`src/rtl/riscv_v_decode_seq.sv`:
```
// riscv_v_decode_seq: LMUL-aware vector decode sequencer with register scoreboard.
// Takes one decoded vector instruction at a time and expands it into LMUL
// register-group micro-ops. Each micro-op issues only when none of its registers
// has a pending writeback.
// Optional feature: define RISCV_V_SB_BYPASS_EN so that a writeback arriving in
// the same cycle releases a hazard immediately instead of one cycle later.
module riscv_v_decode_seq #(
  parameter int unsigned NUM_VREGS = 32,
  parameter int unsigned MAX_LMUL  = 8,
  parameter int unsigned AW        = $clog2(NUM_VREGS)
) (
  input  logic                       clk,
  input  logic                       rst,
  input  logic                       flush,
  input  logic                       instr_valid,
  output logic                       instr_ready,
  input  logic [AW-1:0]              instr_vs1,
  input  logic [AW-1:0]              instr_vs2,
  input  logic [AW-1:0]              instr_vd,
  input  logic                       instr_uses_vs1,
  input  logic                       instr_uses_vs2,
  input  logic                       instr_writes_vd,
  input  logic                       instr_is_mask,
  input  logic [2:0]                 instr_vlmul,
  output logic                       uop_valid,
  input  logic                       uop_ready,
  output logic [AW-1:0]              uop_vs1,
  output logic [AW-1:0]              uop_vs2,
  output logic [AW-1:0]              uop_vd,
  output logic [$clog2(MAX_LMUL):0]  uop_idx,
  output logic                       uop_first,
  output logic                       uop_last,
  output logic                       uop_writes_vd,
  input  logic                       wb_valid,
  input  logic [AW-1:0]              wb_addr,
  output logic                       illegal,
  output logic [NUM_VREGS-1:0]       sb_busy
);

  localparam int unsigned IW = $clog2(MAX_LMUL) + 1;

  typedef enum logic {IDLE, SEQ} state_t;

  state_t               state_q, state_d;
  logic [IW-1:0]        idx_q, idx_d;
  logic [IW-1:0]        last_q;
  logic [AW-1:0]        vs1_q, vs2_q, vd_q;
  logic                 uses1_q, uses2_q, wvd_q;
  logic                 illegal_q;
  logic [NUM_VREGS-1:0] busy_q, busy_d, busy_eff;

  logic [3:0]           dec_pow, dec_len;
  logic [AW-1:0]        dec_mask;
  logic                 dec_too_big, dec_misal, dec_illegal;
  logic [AW-1:0]        idx_a, a1, a2, ad;
  logic                 hazard, in_seq, accept, fire;

  // Group-size decode and legality of the offered instruction
  always_comb begin
    dec_pow     = 4'd1 << instr_vlmul[1:0];
    dec_len     = (instr_is_mask || instr_vlmul[2]) ? 4'd1 : dec_pow;
    dec_mask    = AW'(dec_len - 4'd1);
    dec_too_big = !instr_vlmul[2] && (32'(dec_pow) > MAX_LMUL);
    dec_misal   = (instr_uses_vs1  && |(instr_vs1 & dec_mask)) ||
                  (instr_uses_vs2  && |(instr_vs2 & dec_mask)) ||
                  (instr_writes_vd && |(instr_vd  & dec_mask));
    dec_illegal = (instr_vlmul == 3'b100) || dec_too_big || dec_misal;
  end

  // Current micro-op register addresses and hazard check against the scoreboard
  always_comb begin
    idx_a    = AW'(idx_q);
    a1       = vs1_q + idx_a;
    a2       = vs2_q + idx_a;
    ad       = vd_q + idx_a;
    busy_eff = busy_q;
`ifdef RISCV_V_SB_BYPASS_EN
    if (wb_valid) busy_eff[wb_addr] = 1'b0;
`endif
    hazard   = (uses1_q && busy_eff[a1]) ||
               (uses2_q && busy_eff[a2]) ||
               (wvd_q   && busy_eff[ad]);
  end

  // Next-state logic and handshake outputs
  always_comb begin
    state_d       = state_q;
    idx_d         = idx_q;
    in_seq        = (state_q == SEQ);
    instr_ready   = (state_q == IDLE) && !flush;
    accept        = instr_valid && instr_ready;
    uop_valid     = in_seq && !hazard;
    fire          = uop_valid && uop_ready;
    uop_vs1       = in_seq ? a1 : '0;
    uop_vs2       = in_seq ? a2 : '0;
    uop_vd        = in_seq ? ad : '0;
    uop_idx       = in_seq ? idx_q : '0;
    uop_first     = in_seq && (idx_q == '0);
    uop_last      = in_seq && (idx_q == last_q);
    uop_writes_vd = in_seq && wvd_q;
    illegal       = illegal_q;
    if (flush) begin
      state_d = IDLE;
      idx_d   = '0;
    end else begin
      case (state_q)
        IDLE: begin
          if (accept && !dec_illegal) begin
            state_d = SEQ;
            idx_d   = '0;
          end
        end
        SEQ: begin
          if (fire) begin
            if (idx_q == last_q) begin
              state_d = IDLE;
              idx_d   = '0;
            end else begin
              idx_d = idx_q + IW'(1);
            end
          end
        end
        default: state_d = IDLE;
      endcase
    end
  end

  // Scoreboard update: writeback clears, issue sets (set applied last so it wins)
  always_comb begin
    busy_d = busy_q;
    if (wb_valid) busy_d[wb_addr] = 1'b0;
    if (fire && wvd_q) busy_d[ad] = 1'b1;
    if (flush) busy_d = '0;
  end

  assign sb_busy = busy_q;

  // State, scoreboard and illegal-pulse registers
  always_ff @(posedge clk or posedge rst) begin
    if (rst) begin
      state_q   <= IDLE;
      idx_q     <= '0;
      busy_q    <= '0;
      illegal_q <= 1'b0;
    end else begin
      state_q   <= state_d;
      idx_q     <= idx_d;
      busy_q    <= busy_d;
      illegal_q <= accept && dec_illegal;
    end
  end

  // Latch the instruction fields when a legal instruction is accepted
  always_ff @(posedge clk or posedge rst) begin
    if (rst) begin
      vs1_q   <= '0;
      vs2_q   <= '0;
      vd_q    <= '0;
      uses1_q <= 1'b0;
      uses2_q <= 1'b0;
      wvd_q   <= 1'b0;
      last_q  <= '0;
    end else if (accept && !dec_illegal) begin
      vs1_q   <= instr_vs1;
      vs2_q   <= instr_vs2;
      vd_q    <= instr_vd;
      uses1_q <= instr_uses_vs1;
      uses2_q <= instr_uses_vs2;
      wvd_q   <= instr_writes_vd;
      last_q  <= IW'(dec_len - 4'd1);
    end
  end

endmodule

```
`config.mk`:
```
export PLATFORM = sky130hd
export DESIGN_NAME = riscv_v_decode_seq
export DESIGN_NICKNAME = d
export VERILOG_FILES = /design/src/rtl/riscv_v_decode_seq.sv
export SDC_FILE = /design/constraint.sdc
export NUM_CORES = 1
export LEC_CHECK = 0
export BUFFER_PORTS_ARGS = -buffer_cell sky130_fd_sc_hd__buf_2
export CAP_MARGIN = 10
export CORE_MARGIN = 2
export CORE_UTILIZATION = 45
export CTS_BUF_LIST = sky130_fd_sc_hd__clkbuf_8
export DETAILED_ROUTE_END_ITERATION = 7
export PLACE_DENSITY = 0.71
export SETUP_SLACK_MARGIN = 0.3
export SLEW_MARGIN = 20
export SYNTH_ARGS = -nofsm -noshare
export SYNTH_HDL_FRONTEND = slang
export SYNTH_SLANG_ARGS = --single-unit
```
`constraint.sdc`:
```
create_clock -name clk -period 6.1 [get_ports clk]
set_input_delay 0.61 -clock clk [delete_from_list [all_inputs] [get_ports clk]]
set_output_delay 0.61 -clock clk [all_outputs]
set_load 0.01 [all_outputs]
```
* Word-level counts from Yosys, hierarchy flattened
Index checks and enable logic that the tools add are counted.
** Word-level totals
- Word-level logic and storage cells :: 99
- Bits in registers :: 60
** Operators by class
- Multiplexer cells :: 28
- Equality and inequality tests :: 4
- Reductions and logical operators :: 35
- Shift operators :: 1
- $add $sub $neg :: 6
- Bitwise operators :: 7
- $lt $le $gt $ge :: 7
** Operators by type and width (number)
- $mux W32 :: 3
- $and A32 B32 Y32 :: 1
- $not A32 Y32 :: 1
- $or A32 B32 Y32 :: 1
- $lt A5 B6 Y1 const B :: 4
- $mux W4 :: 6
- $logic_and A1 B1 Y1 :: 19
- $add A5 B4 Y5 :: 3
- $and A5 B5 Y5 :: 3
- $bmux W1 S5 :: 3
- $mux W5 :: 3
- $reduce_or A5 Y1 :: 3
- $demux W1 S5 :: 2
- $ge A5 B1 Y1 const B :: 2
- $mux W1 :: 9
- $pmux W4 S2 :: 1
- $logic_or A1 B1 Y1 :: 7
- $ne A3 B2 Y1 const B :: 2
- $sub A4 B1 Y5 const B :: 1
- $add A4 B1 Y4 const B :: 1
- $eq A4 B4 Y1 :: 1
- $gt A4 B4 Y1 const B :: 1
- $logic_not A1 Y1 :: 4
- $logic_not A4 Y1 :: 1
- other kinds (6) :: 6

* Depth between registers and ports, before layout
Gate-level depths: netlist of the first run.
- Depth after elaboration :: 14
- Gate-level depth with buffers :: 14

* Worst setup path after synthesis of the first run
No wires, ideal clock.
- Path type :: register -> register
- Start point :: register idx_q[0]
- End point :: register idx_q[0]
- Data arrival time :: 3427 ps
- Slack :: 2548 ps
- Stages on the path, launching flop included :: 11
- Setup time :: 125 ps
- Buffers on the path :: 1
- Cells stage by stage :: dfrtp_1 > ha_1 > inv_1 > fa_1 > clkbuf_1 > mux4_2 > mux4_2 > o2111ai_2 > nor4b_4 > or3_2 > mux2_2
** Between the ends
- Word-level cells in the longest chain between the ends :: 11
- Elaborated cells on any way between the ends :: 25
- Those cells by class :: add/sub (4); eq/ne (2); mux (10); reduce/logical (9)
** Ends and longest elaborated chain
- from (decl) :: line 45 : logic [IW-1:0] idx_q, idx_d;
- from (signal assigned) :: line 147 : idx_q <= idx_d;
- $add A5 B4 Y5, on equally long branches :: line 73, 74
- $bmux W1 S5, on equally long branches :: line 80, 81
- $mux W1, on equally long branches :: line 80, 81
- $logic_and A1 B1 Y1, on equally long branches :: line 80, 81
- $logic_or A1 B1 Y1 :: line 80 : hazard = (uses1_q && busy_eff[a1]) ||
- $logic_or A1 B1 Y1 :: line 81 : (uses2_q && busy_eff[a2]) ||
- $logic_not A1 Y1 :: line 92 : uop_valid = in_seq && !hazard;
- $logic_and A1 B1 Y1 :: line 92
- $logic_and A1 B1 Y1 :: line 93 : fire = uop_valid && uop_ready;
- $ne A3 B2 Y1 (no source line)
- $reduce_and A2 Y1 (no source line)
Several ways; a longest one is shown, not always the timed one. The select of a mux whose other input is x is not followed.
A chain may end at the register's enable or synchronous reset.

* Worst setup path in the final report of the first run
- Start point :: register idx_q[1]
- End point :: output port uop_valid
** Between the ends
- Word-level cells in the longest chain between the ends :: 8
- Elaborated cells on any way between the ends :: 16
- Those cells by class :: add/sub (3); mux (6); reduce/logical (7)
** Ends and longest elaborated chain
- $add A5 B4 Y5, on equally long branches :: line 73, 74
- $bmux W1 S5, on equally long branches :: line 80, 81
- $mux W1, on equally long branches :: line 80, 81
- $logic_and A1 B1 Y1, on equally long branches :: line 80, 81
- $logic_or A1 B1 Y1 :: line 80
- $logic_or A1 B1 Y1 * :: line 81
- $logic_not A1 Y1 * :: line 92
- $logic_and A1 B1 Y1 * :: line 92
- to (decl) :: line 25 : output logic uop_valid,
Mark *: on every way between the ends. The rest lies on a longest branch, timed or not. The select of a mux whose other input is x is not followed.

==> metrics.md, run 1 <==
| Metric | Value |
|---|---|
| Max FO, Critical Path | 15 |
| Placer Congestion | about 0.86 |
| Mapped Nets | between 500 and 600 |
| Combinational cell fraction of total power | between 30% and 40% |
| Via density | about 6 |
| # H-tree levels | 3 |
| Worst Path Arrival | roughly 3800 ps |
| Largest area contributor in the netlist | dfrtp_1 |
| CP max stage cell | fa_1 |
| Synth async-reset ratio | 100% |
| Post-CTS sizing | 0 |
| RSZ-0062 raised after global routing | false |
| Drt first pass iters | 5 |
| Status | complete, no violations |
| Final setup fails | 0 |
| Yosys reg bits | 60 |
| Rel. slew slack | between 40% and 50% |
| Static Leakage | about 2.3 nW |
| Hold Crit Class | in -> async |
| P&R area growth vs syn | 17.6% |
| Die span in y | 103 µm |
| Total CTS buffers | 9 |
| Worst Tran Pin Value | between 800 and 900 ps |
| Die W | between 100 and 150 µm |
| Std-Cell Rows | 36 |
| Top cells by count, synth | nand2_1 (63), dfrtp_1 (60), o21ai_0 (43) |
| # Post-CTS Setup Buffers | 0 |
| DR DRC count | 0 |
| Slew Viols, Final | 0 |
| Count of cell types in the netlist | 56 |
| Post-DP HPWL | about 10000 µm |
| Maximum clock frequency | 0.226 GHz |
| Final min period | 4420 ps |
| Crit start category | flop |
| Peak VDD IR | 0.132 mV |
| NetSw | between 0.4 and 0.5 mW |
| # hold bufs at CTS | 0 |
| Number of synthesized flops with an enable pin | 0 |
| Max Cap Viol | 0 |
| Place WS | approximately 2000 ps |
| TNS Setup | 0 ps |
| Worst path most repeated cell | mux4_2 |
| Antenna-violating nets left | 0 |
| DR iter-0 viols | roughly 380 |
| # diodes | 0 |
| Final std cells w/o fill | between 600 and 700 |
| Sequential area share after synthesis | 34.1% |
| Pin count of the biggest net entering global routing | 61 |
| Vias in the first global route | roughly 3700 |
| Part of the power in registers | 36.1% |
| Most numerous cell in the Yosys netlist | nand2_1 |
| CTS tree | built |
| Pint | 0.895 mW |
| Clock buffer depth | 2 |
| Largest stage delay, worst path | 960 ps |
| Clock sinks | 60 |
| Mapped cell area | 4410 µm² |
| Final WS setup | around 1700 ps |
| Synth Instances | approximately 450 |
| Area contributors post-synth | dfrtp_1 (34%), mux4_2 (10%), nand2_1 (5.4%) |
| Share of the synthesized area in the top cell type | 34.1% |
| Inst Count DP | around 660 |
| Share of cells above drive strength 1 | 28.8% |
| Routed wire length | approximately 13000 µm |
| Synth Warn # | 0 |
| Sequence of cells on the critical path | inv_1 > fa_1 > mux4_2 > mux4_2 > o2111ai_2 > nand2_1 > nor3_1 > buf_2 |
| Worst Skew | approximately 17 ps |
| CP Class | reg -> out |
| Root Buffer | clkbuf_8 |
| I/O Buffers | 89 |
| Die ar. | 10600 µm² |
| First-pass GRT wire length | about 20000 µm |
| Core box area | slightly below 10000 µm² |
| Nets | approximately 600 |
| Pwr Total | about 1.3 mW |
| Req. time, crit path | ~5500 ps |
| Worst skew pair latency | between 300 and 400 ps |
| Avg Cell Area, Syn | about 9.8 µm² |
| Top-Level Pins | 90 |
| Initial antenna violation count | 0 |
| Filler instances | around 880 |
| Final count of hold timing violations | 0 |
| Crit. End Element | primary output |
| Power per Cell Area | between 200 and 300 nW/µm² |
| Total Routing Usage GR | about a quarter |
| Clock group share of total power | between 30% and 40% |
| Wirelength per Cell | between 15 and 20 µm |
| Starting Density | a little under half |
| GR Overflow Total | 0 |
| Final period utilization | just over 70% |
| Clock transition at the registers of the reported paths | around 80 ps |
| Vias | about 4000 |
| Post-synth top flop | dfrtp_1 |
| Sw Share | 32.9% |
| Fin util | 53.8% |
cell families after synthesis:
logic type / synth area share [%]
compound gates: 14.9
xor+xnor: 2.78
fa+ha+maj: 5.62
buf+inv: 4.34
flops: 34.1
mux: 16.3
simple gates: 22.0
stage by stage:
stage	area (µm²)	hold slack, ps
finish	5180	450
global route	5180	467
CTS	5170	454
detailed placement	4920	478
global placement	4920	468
floorplan	4410	450
flip-flops by register name, indices dropped and copies added, names as in the netlist:
name	flops
uses2_q	1
vs1_q	5
in_seq	1
sb_busy	32
wvd_q	1
idx_q	4
uses1_q	1
illegal	1
vd_q	5
vs2_q	5
last_q	4
power by group through the flow:
| stage | combinational [mW] | sequential [mW] | clock (mW) |
|---|---|---|---|
| final | 0.401 | 0.481 | 0.452 |
| after detailed placement | 0.397 | 0.488 | 0 |
| after global routing | 0.437 | 0.485 | 0.475 |
| after global placement | 0.391 | 0.487 | 0 |
| after floorplan | 0.306 | 0.472 | 0 |
| after CTS | 0.399 | 0.481 | 0.454 |
cell type report:
type	instances	area (µm²)	share of cell area (%)
flip-flops and latches	60	1500	29.0
multi-input cells	349	2720	52.5
well taps	133	166	3.21
repair buffers	91	460	8.88
clock inverters	5	98.8	1.91
inverters	22	82.6	1.59
clock buffers	11	151	2.92
cells in the final DEF, fill, tap and decap left out, drive strengths merged, types with 3 or more instances in the layout:
cell	instances
xor2	5
fa	3
mux2	12
a21boi	3
a32oi	3
inv	23
a22oi	3
nor2b	18
o221ai	4
nand3b	21
buf	91
nand2	63
ha	15
nor2	24
clkbuf	11
o21ai	43
xnor2	9
or2	3
nor3	11
bufinv	3
nand4	6
a21oi	6
o31ai	16
nor3b	8
mux4	25
and2	7
nand3	13
dfrtp	60
critical path: cells and delay by family (launching register included):
kind            cells  cell delay [ps]
mux                 2             1050
fa+ha+maj           1              960
flops               1              520
buf+inv             2              410
simple gates        2              320
compound gates      1              210
per-layer routing:
layer	global-route usage, %	up-vias	part of all wire, %
li1	-	1823	-
met5	0	-	0
met4	6.28	0	1.6
met1	38.0	1948	44
met3	6.51	29	8.8
met2	37.1	206	45
path summary, 6_finish.rpt:
check	start	end	slack (ps)	cells past startpoint
max	idx_q[1]	uop_valid	1680	8
min	rst	sb_busy[3]	450	3
max reg2reg	idx_q[1]	sb_busy[15]	1870	8
max in group asynchronous	rst	vs1_q[4]	5120	3
min in group clk	instr_vs1[3]	vs1_q[3]	460	3
min reg2reg	vs1_q[3]	vs1_q[3]	490	2
Power figures use the tool's default switching activity.
==> run 2, diff against run 1 <==
- clock period: 6.1 -> 4.2 ns (I/O delays scaled with it)
==> metrics.md, run 2 (synthesis gave the netlist of run 1 again) <==
| Metric | Value |
|---|---|
| Status | complete, no violations |
| Std-Cell Rows | 36 |
| DR top layer | met4 |
| Commonest non-fill, non-tap cell in the layout | buf_2 |
| Clock transition at the registers of the reported paths | 70 ps |
| CP max stage cell | fa_2 |
| Vias | between 4000 and 5000 |
| First-pass GRT wire length | about 20000 µm |
| DR DRC count | 0 |
| Final period utilization | between 80% and 90% |
| Fin util | between 50% and 60% |
| GR Overflow Total | 0 |
| Hold Crit Class | in -> async |
| Peak VDD IR | roughly 0.19 mV |
| Buffers and inverters on the worst path | 2 |
| TNS Setup | 0 ps |
| CP delay by family, top | multiplexers |
| Drt first pass iters | 5 |
| Worst skew pair latency | between 300 and 400 ps |
| Die span in y | 103 µm |
| Final min period | around 3800 ps |
| Sequence of cells on the critical path | ha_1 > inv_1 > fa_2 > mux4_2 > mux4_2 > o2111ai_2 > nand2_1 > nor3_2 > buf_2 |
| Share of cells above drive strength 1 | 31.5% |
| Fin area | around 5300 µm² |
| Via density | ~6 |
| Clock sinks | 60 |
| R2r setup slk | about 510 ps |
| Worst reg-to-reg path cell count | 13 |
| Req. time, crit path | between 3000 and 4000 ps |
| Post-DP HPWL | ~10000 µm |
| Final count of hold timing violations | 0 |
| Filler instances | a little under 900 |
| # diodes | 0 |
| Max FO, Critical Path | 8 |
| Max FFs per register | 32 |
| CTS tree | built |
| Levels on crit path | 9 |
| Placer Congestion | approximately 0.94 |
| Crit. End Element | primary output |
| Worst path most repeated cell | mux4_2 |
| Reg-to-reg endpoint | idx_q[0] |
| Die W | 103 µm |
| Total Routing Usage GR | around a quarter |
| I/O Buffers | 89 |
| Rel. slew slack | a little under three fifths |
| Die ar. | ~11000 µm² |
| Wirelength per Cell | 19.3 µm |
| DR WL met2 | just over 6000 µm |
| Metal3 WL | roughly 1200 µm |
| Vias in the first global route | about 3900 |
| Setup crit end | uop_valid |
| Top-Level Pins | 90 |
| Root Buffer | clkbuf_8 |
| Final setup fails | 0 |
| Worst setup path start | idx_q[0] |
| Slew Viols, Final | 0 |
| Nets | between 500 and 600 |
| RR Startpoint | idx_q[0] |
| P&R area growth vs syn | 20.4% |
| Dpl cell area | around 5000 µm² |
| Max Cap Viol | 0 |
| Wl on met1 | about 5600 µm |
| Power per Cell Area | 374 nW/µm² |
| Most frequent cells in the layout | buf_2 (89), nand2_1 (63), dfrtp_1 (58) |
| Worst Skew | between 8 and 9 ps |
| Total CTS buffers | 9 |
| RSZ-0062 raised after global routing | false |
| Clock buffer depth | 2 |
| Initial antenna violation count | 0 |
| Routed wire length | 13200 µm |
| CP Class | reg -> out |
| Antenna-violating nets left | 0 |
| Starting Density | 45.7% |
| Pin count of the biggest net entering global routing | 42 |
| Maximum clock frequency | between 0.2 and 0.3 GHz |
| DR iter-0 viols | 326 |
| # H-tree levels | 3 |
| Core box area | a little under 10000 µm² |
| Pwr Total | 1.98 mW |
| Crit start category | flop |
| Worst Path Arrival | 3350 ps |
| Largest stage delay, worst path | 620 ps |
| Worst Tran Pin Value | 636 ps |
| WHS | ~63 ps |
| Static Leakage | ~2.4 nW |
-- run 2: metal layers --
metal | up-vias | global-route usage, %
met4 | 0 | 9.62
met5 | - | 0
met2 | 210 | 38.7
met3 | 24 | 6.03
met1 | 2027 | 36.5
li1 | 1849 | -
-- run 2: final cells by class --
class	instances	area, µm²	area share, %
clock buffers	11	151	2.85
well taps	133	166	3.14
multi-input cells	349	2730	51.4
flip-flops and latches	60	1500	28.4
repair buffers	105	569	10.7
clock inverters	5	98.8	1.86
inverters	22	86.3	1.63
-- run 2: worst min-delay path by stage --
| stage | start | to | slack, ps | cells after the start |
|---|---|---|---|---|
| 4_1_cts | rst | vs2_q[3] | 70 | 2 |
| 6_report | rst | vs1_q[3] | 60 | 2 |
| 5_1_grt | rst | sb_busy[2] | 100 | 2 |
| 3_5_place_dp | rst | sb_busy[2] | 450 | 2 |
| 3_3_place_gp | rst | sb_busy[2] | 440 | 2 |
| 2_1_floorplan | vd_q[3] | vd_q[3] | 450 | 2 |
-- run 2: power by group --
part	switching (mW)	total (mW)	internal [mW]
sequential	0.0552	0.697	0.642
clock	0.240	0.663	0.423
combinational	0.360	0.624	0.265
-- run 2: what timing repair did --
item	CTS	global route
buffers inserted	0	9
pin swaps	0	3
hold buffers	0	0
resized for setup	4	4
endpoints found under the setup margin	31	35
-- run 2: through the flow --
step	worst slack, ps	instances
after floorplan	648	451
after global placement	403	660
after detailed placement	225	660
after CTS	328	676
after global routing	310	685
final	431	685
